$ cat config.mk
export PLATFORM = sky130hd
export DESIGN_NAME = exe_mdu_ctrl
export DESIGN_NICKNAME = d
export VERILOG_FILES = /design/src/rtl/exe_mdu_ctrl_pkg.sv /design/src/rtl/exe_mdu_ctrl_watchdog.sv /design/src/rtl/exe_mdu_ctrl.sv
export SDC_FILE = /design/constraint.sdc
export NUM_CORES = 1
export LEC_CHECK = 0
export CORE_ASPECT_RATIO = 0.6
export CORE_MARGIN = 1.5
export CORE_UTILIZATION = 42
export CTS_CLUSTER_SIZE = 30
export DETAILED_ROUTE_END_ITERATION = 8
export PLACE_DENSITY = 0.86
export SYNTH_ARGS = -nofsm -noshare
export SYNTH_HDL_FRONTEND = slang
export SYNTH_SLANG_ARGS = --single-unit
export TNS_END_PERCENT = 50
$ cat constraint.sdc
create_clock -name clk -period 2.8 [get_ports clk]
set_input_delay 0.42 -clock clk [delete_from_list [all_inputs] [get_ports clk]]
set_output_delay 0.42 -clock clk [all_outputs]
set_load 0.005 [all_outputs]
$ cat src/rtl/exe_mdu_ctrl_pkg.sv
// Shared definitions for the EX-stage multiply/divide sequencing controller.
// State encodings and default sizing live here so exec and the controller agree.
package exe_mdu_ctrl_pkg;

    localparam int MDU_DATA_W_DEF   = 32;
    localparam int MDU_WDOG_CYC_DEF = 64;

    typedef enum logic [1:0] {
        MDU_ST_IDLE = 2'd0,
        MDU_ST_MUL  = 2'd1,
        MDU_ST_DIV  = 2'd2,
        MDU_ST_DONE = 2'd3
    } mdu_state_e;

    function automatic logic mdu_is_busy(input mdu_state_e st);
        return (st == MDU_ST_MUL) || (st == MDU_ST_DIV);
    endfunction

endpackage

$ cat src/rtl/exe_mdu_ctrl_watchdog.sv
// Busy-cycle watchdog for the MDU controller: counts cycles spent waiting on a unit
// and flags the cycle in which the count reaches WDOG_CYC.
module exe_mdu_ctrl_watchdog #(
    parameter int WDOG_CYC = 64
) (
    input  logic clk,
    input  logic rst,
    input  logic i_clear,
    input  logic i_run,
    output logic o_expire
);

    localparam int CNT_W = $clog2(WDOG_CYC + 1);

    logic [CNT_W-1:0] r_cnt;

    // The count freezes once expired so it cannot wrap before the FSM leaves the busy state.
    always_ff @(posedge clk) begin
        if (rst || i_clear) begin
            r_cnt <= '0;
        end else if (i_run && !o_expire) begin
            r_cnt <= r_cnt + 1'b1;
        end
    end

    assign o_expire = i_run && (r_cnt == CNT_W'(WDOG_CYC - 1));

endmodule

$ cat src/rtl/exe_mdu_ctrl.sv
// Sequencing controller between the execute stage and the multiply/divide units.
// Optional busy-cycle watchdog is built in when MDU_WATCHDOG_EN is defined.
module exe_mdu_ctrl
    import exe_mdu_ctrl_pkg::*;
#(
    parameter int DATA_W   = MDU_DATA_W_DEF,
    parameter int WDOG_CYC = MDU_WDOG_CYC_DEF
) (
    input  logic              clk,
    input  logic              rst,
    input  logic              I_op_valid,
    input  logic              I_op_is_div,
    input  logic              I_op_signed,
    input  logic [DATA_W-1:0] I_srca,
    input  logic [DATA_W-1:0] I_srcb,
    input  logic              I_flush,
    input  logic              I_ex_hold,
    input  logic              I_mul_ready,
    input  logic              I_div_ready,
    input  logic [DATA_W-1:0] I_unit_result,
    output logic [DATA_W-1:0] O_srca,
    output logic [DATA_W-1:0] O_srcb,
    output logic              O_mul_start,
    output logic              O_div_start,
    output logic              O_signed_div,
    output logic              O_annul,
    output logic [DATA_W-1:0] O_result,
    output logic              O_result_valid,
    output logic              O_stallreq,
    output logic              O_err,
    output logic [1:0]        O_dbg_state
);

    mdu_state_e        r_state;
    logic [DATA_W-1:0] r_srca;
    logic [DATA_W-1:0] r_srcb;
    logic              r_signed;
    logic              r_mul_start;
    logic              r_div_start;
    logic [DATA_W-1:0] r_result;
    logic              r_result_valid;
    logic              r_orphan;
    logic              r_err;

    logic w_issue;
    logic w_busy;
    logic w_keep;
    logic w_expire;

    assign w_issue = (r_state == MDU_ST_IDLE) && I_op_valid && !I_flush;
    assign w_busy  = mdu_is_busy(r_state);
    // An op that left EX while its unit was busy completes, but its result is not presented.
    assign w_keep  = I_op_valid && !r_orphan;

`ifdef MDU_WATCHDOG_EN
    exe_mdu_ctrl_watchdog #(
        .WDOG_CYC (WDOG_CYC)
    ) u_wdog (
        .clk      (clk),
        .rst      (rst),
        .i_clear  (w_issue),
        .i_run    (w_busy),
        .o_expire (w_expire)
    );
`else
    logic w_unused_cfg;
    assign w_unused_cfg = (WDOG_CYC > 0);
    assign w_expire     = 1'b0;
`endif

    always_ff @(posedge clk) begin
        if (rst) begin
            r_state        <= MDU_ST_IDLE;
            r_srca         <= '0;
            r_srcb         <= '0;
            r_signed       <= 1'b0;
            r_mul_start    <= 1'b0;
            r_div_start    <= 1'b0;
            r_result       <= '0;
            r_result_valid <= 1'b0;
            r_orphan       <= 1'b0;
            r_err          <= 1'b0;
        end else begin
            unique case (r_state)
                MDU_ST_IDLE: begin
                    r_result_valid <= 1'b0;
                    if (w_issue) begin
                        r_srca      <= I_srca;
                        r_srcb      <= I_srcb;
                        r_signed    <= I_op_signed;
                        r_orphan    <= 1'b0;
                        r_mul_start <= !I_op_is_div;
                        r_div_start <= I_op_is_div;
                        r_state     <= I_op_is_div ? MDU_ST_DIV : MDU_ST_MUL;
                    end
                end
                MDU_ST_MUL: begin
                    r_mul_start <= 1'b0;
                    if (!I_op_valid) r_orphan <= 1'b1;
                    // A ready coinciding with the start pulse belongs to an older op.
                    if (I_flush) begin
                        r_state <= MDU_ST_IDLE;
                    end else if (I_mul_ready && !r_mul_start) begin
                        r_result       <= I_unit_result;
                        r_result_valid <= w_keep;
                        r_state        <= MDU_ST_DONE;
                    end else if (w_expire) begin
                        r_result       <= '0;
                        r_result_valid <= w_keep;
                        r_err          <= 1'b1;
                        r_state        <= MDU_ST_DONE;
                    end
                end
                MDU_ST_DIV: begin
                    if (!I_op_valid) r_orphan <= 1'b1;
                    if (I_flush) begin
                        r_div_start <= 1'b0;
                        r_state     <= MDU_ST_IDLE;
                    end else if (I_div_ready) begin
                        r_div_start    <= 1'b0;
                        r_result       <= I_unit_result;
                        r_result_valid <= w_keep;
                        r_state        <= MDU_ST_DONE;
                    end else if (w_expire) begin
                        r_div_start    <= 1'b0;
                        r_result       <= '0;
                        r_result_valid <= w_keep;
                        r_err          <= 1'b1;
                        r_state        <= MDU_ST_DONE;
                    end
                end
                MDU_ST_DONE: begin
                    if (I_flush || !I_ex_hold || !r_result_valid) begin
                        r_result_valid <= 1'b0;
                        r_state        <= MDU_ST_IDLE;
                    end
                end
                default: r_state <= MDU_ST_IDLE;
            endcase
        end
    end

    assign O_srca         = r_srca;
    assign O_srcb         = r_srcb;
    assign O_signed_div   = r_signed;
    assign O_mul_start    = r_mul_start;
    assign O_div_start    = r_div_start;
    assign O_result       = r_result;
    assign O_result_valid = r_result_valid;
    assign O_err          = r_err;
    assign O_dbg_state    = r_state;
    assign O_stallreq     = w_issue || w_busy;
    assign O_annul        = (r_state == MDU_ST_DIV) && (I_flush || (w_expire && !I_div_ready));

endmodule

==> out/qor.yml <==
sta:
  relSlewSlack_pct: 55.0
  final-setup-viol-count: 0
  finalClockSkew_ns: 0.00638
  final.setup.tns_ns: 0
  maxSlewViolCount: 0
  worst_pin_slew_ns: 0.675
  period_share_pct: 82.9
  hold_viol_final: 0
  grt_setup_unrepaired: "no"
  layout_min_cycle_time_ns: 2.32
  fmax_ghz: 0.431
min_path:
  hold_path_depth: 2
  hold_end: "O_srca[0]$_SDFFE_PP0P_"
  hp-class: "reg2reg"
  worstHoldStart: "O_srca[0]$_SDFFE_PP0P_"
clock_tree:
  cts_htree_levels: 3
  postCtsSetupBuffers: 0
  cts-resized-gates: 0
  hold_buffers: 0
  cts_made_buffers: 9
  path_clk_slew_ns: 0.07
  clock_latency_ns: 0.34
  cts_tree: "done"
  cts_root_buf: "clkbuf_16"
  clock_sinks: 103
  cts_max_path_buffers: 2
logic_synthesis:
  synth_top_area_share_pct: 53.6
  synthArstFlopShare_pct: 0
  synthTopCellsByArea: "dfxtp_1, nand2_1, a21oi_1, ha_1, buf_6"
  syn_inst: 481
  ys.flop_type: "dfxtp_1"
  synth.avg_cell_area_um2: 8.00
  yosysSeqAreaShare_pct: 53.6
  synth_fp_nets: 593
  synth_most_common_cell: "nand2_1"
  synth-edff-count: 0
  yosysUniqueCellTypes: 32
  synth_top_area_cell: "dfxtp_1"
  yosys_warnings: 0
  ys_ff_latch: 103
  ys_top_cells_by_count: "nand2_1, a21oi_1, dfxtp_1"
  netlist_area_um2: 3850
finish:
  postLayoutCellArea_um2: 6210
  n_antenna_cell: 0
  areaGrowthSynthToFinish_pct: 61.4
  nets: 784
  layout-drive-gt1-share_pct: 3.69
  fillCellCount: 659
worst_setup_path:
  critPathKind: "reg2out"
  critPathMaxStageDelay_ns: 0.50
  worstReg2RegStart: "O_dbg_state[0]$_SDFFE_PP0P_"
  worstPathRequired_ns: 2.38
  crit_path_end_kind: "output port"
  worstPathMaxFanout: 6
  reg2reg_to: "O_mul_start$_SDFFE_PP0P_"
  r2r_slack_ns: 0.78
  critPathArrivalTime_ns: 1.90
  reg2reg_depth: 7
  critPathLaunchType: "flop"
  crit_chain: "inv_1, ha_1, nand2b_1, clkdlybuf4s50_1"
  worst_path_max_delay_cell: "clkdlybuf4s50_1"
floorplanning:
  dieHeight_um: 77.1
  die-area_um2: 9760
  rows: 26
  io_pins: 210
  die_w_um: 127
  core_um2: 8690
  start_util_pct: 44.3
global_routing:
  grt_max_degree: 69
  antenna_found_initial: 0
  grt_pass1_vias: 3826
  grt_use_total_pct: 23.1
  grt_first_pass_wirelength_um: 18200
  grt-ovfl-total: 0
detailed_routing:
  drtIter0Drc: 180
  drt_first_pass_iters: 4
  ant_nets: 0
  wirelength_um: 11100
  wl_per_cell_um: 14.0
  vias: 3850
  drc: 0
  viasPerCell: 4.88
pwr:
  power.density_nw_per_um2: 787
  power_mw: 4.89
  irDropWorstVdd_mv: 0.450
  p_leak_nw: 2.21
flow_run:
  cap_violations: 0
placed_design:
  routabilityCongestion: 0.771
  dp.final_hpwl_um: 8010
  place_area_um2: 5930
  io_buffers: 208
status:
  outcome: "finished, final reports clean"
==> how the worst max path moves through the flow <==
stage,cells past startpoint,from,end,slack (ns)
6_report,4,O_dbg_state[0]$_SDFFE_PP0P_,O_stallreq,0.48
5_1_grt,5,O_dbg_state[0]$_SDFFE_PP0P_,O_stallreq,0.39
4_1_cts,4,O_dbg_state[0]$_SDFFE_PP0P_,O_stallreq,0.48
3_5_place_dp,6,I_flush,O_mul_start$_SDFFE_PP0P_,0.54
3_3_place_gp,6,I_flush,O_mul_start$_SDFFE_PP0P_,0.55
2_1_floorplan,7,O_dbg_state[1]$_SDFFE_PP0P_,O_result[23]$_SDFFE_PP0P_,1.08
==> logic make-up after synthesis <==
family / Yosys count / share of synthesized area, %
AO/OA/AOI/OAI: 114 / 16.1
adder cells (fa/ha/maj): 7 / 2.28
buffers and inverters: 38 / 5.27
flip-flops: 103 / 53.6
multiplexers: 1 / 0.260
other: 1 / 0.0975
AND/OR/NAND/NOR: 217 / 22.4
==> sequential cells by signal, summed over array words and instances, names as in the netlist, 2 cells and up <==
signal	flops
O_result	32
O_dbg_state	2
O_srcb	32
O_srca	32
==> layer usage <==
layer	wire length [um]	GRT usage [%]	up-vias
met3	1000	9.00	11
li1	-	-	1934
met1	4630	25.9	1753
met4	128	6.78	0
met2	5310	40.6	152
met5	0	0	-
==> power breakdown <==
group / total (mW) / internal (mW) / switching, mW
Clock: 1.16 / 0.626 / 0.531
Sequential: 1.90 / 1.74 / 0.160
Combinational: 1.83 / 0.946 / 0.888
Total: 4.89 / 3.31 / 1.58
==> stage by stage <==
step / hold slack [ns] / cells / utilization (%) / setup slack (ns)
floorplan: 0.453 / 481 / - / 1.08
global placement: 0.441 / 773 / 68.3 / 0.551
detailed placement: 0.446 / 773 / 68.3 / 0.545
CTS: 0.455 / 789 / 71.5 / 0.475
global route: 0.469 / 789 / 71.5 / 0.386
finish: 0.452 / 789 / 71.5 / 0.479
==> layout make-up <==
type / count / area, um^2 / area share, %
timing repair buffer: 213 / 2130 / 34.3
tap: 112 / 140 / 2.26
sequential: 103 / 2060 / 33.2
multi-input combinational: 340 / 1580 / 25.5
inverter: 5 / 18.8 / 0.302
clock inverter: 5 / 33.8 / 0.544
clock buffer: 11 / 243 / 3.91
==> placed cells by master (no fill, tap or decap), types with 2 or more instances in the layout <==
cell type	netlist	final
buf_4	1	5
clkbuf_16	0	9
nand2_1	196	196
clkinvlp_4	0	2
nand3b_1	2	2
a21oi_1	103	103
nor3_1	2	2
inv_1	5	5
nor2_1	4	4
clkinv_2	0	2
a311oi_1	2	2
nand3_1	2	2
dfxtp_1	103	103
nand2b_1	5	5
ha_1	7	7
clkdlybuf4s50_1	0	207
==> worst max-delay path: cells and delay by family, from the launching register on <==
kind	cells	cell delay (ns)
fa+ha+maj	1	0.38
buf+inv	2	0.64
flops	1	0.43
simple gates	1	0.12
No activity file was read; power rests on OpenSTA's default activity.
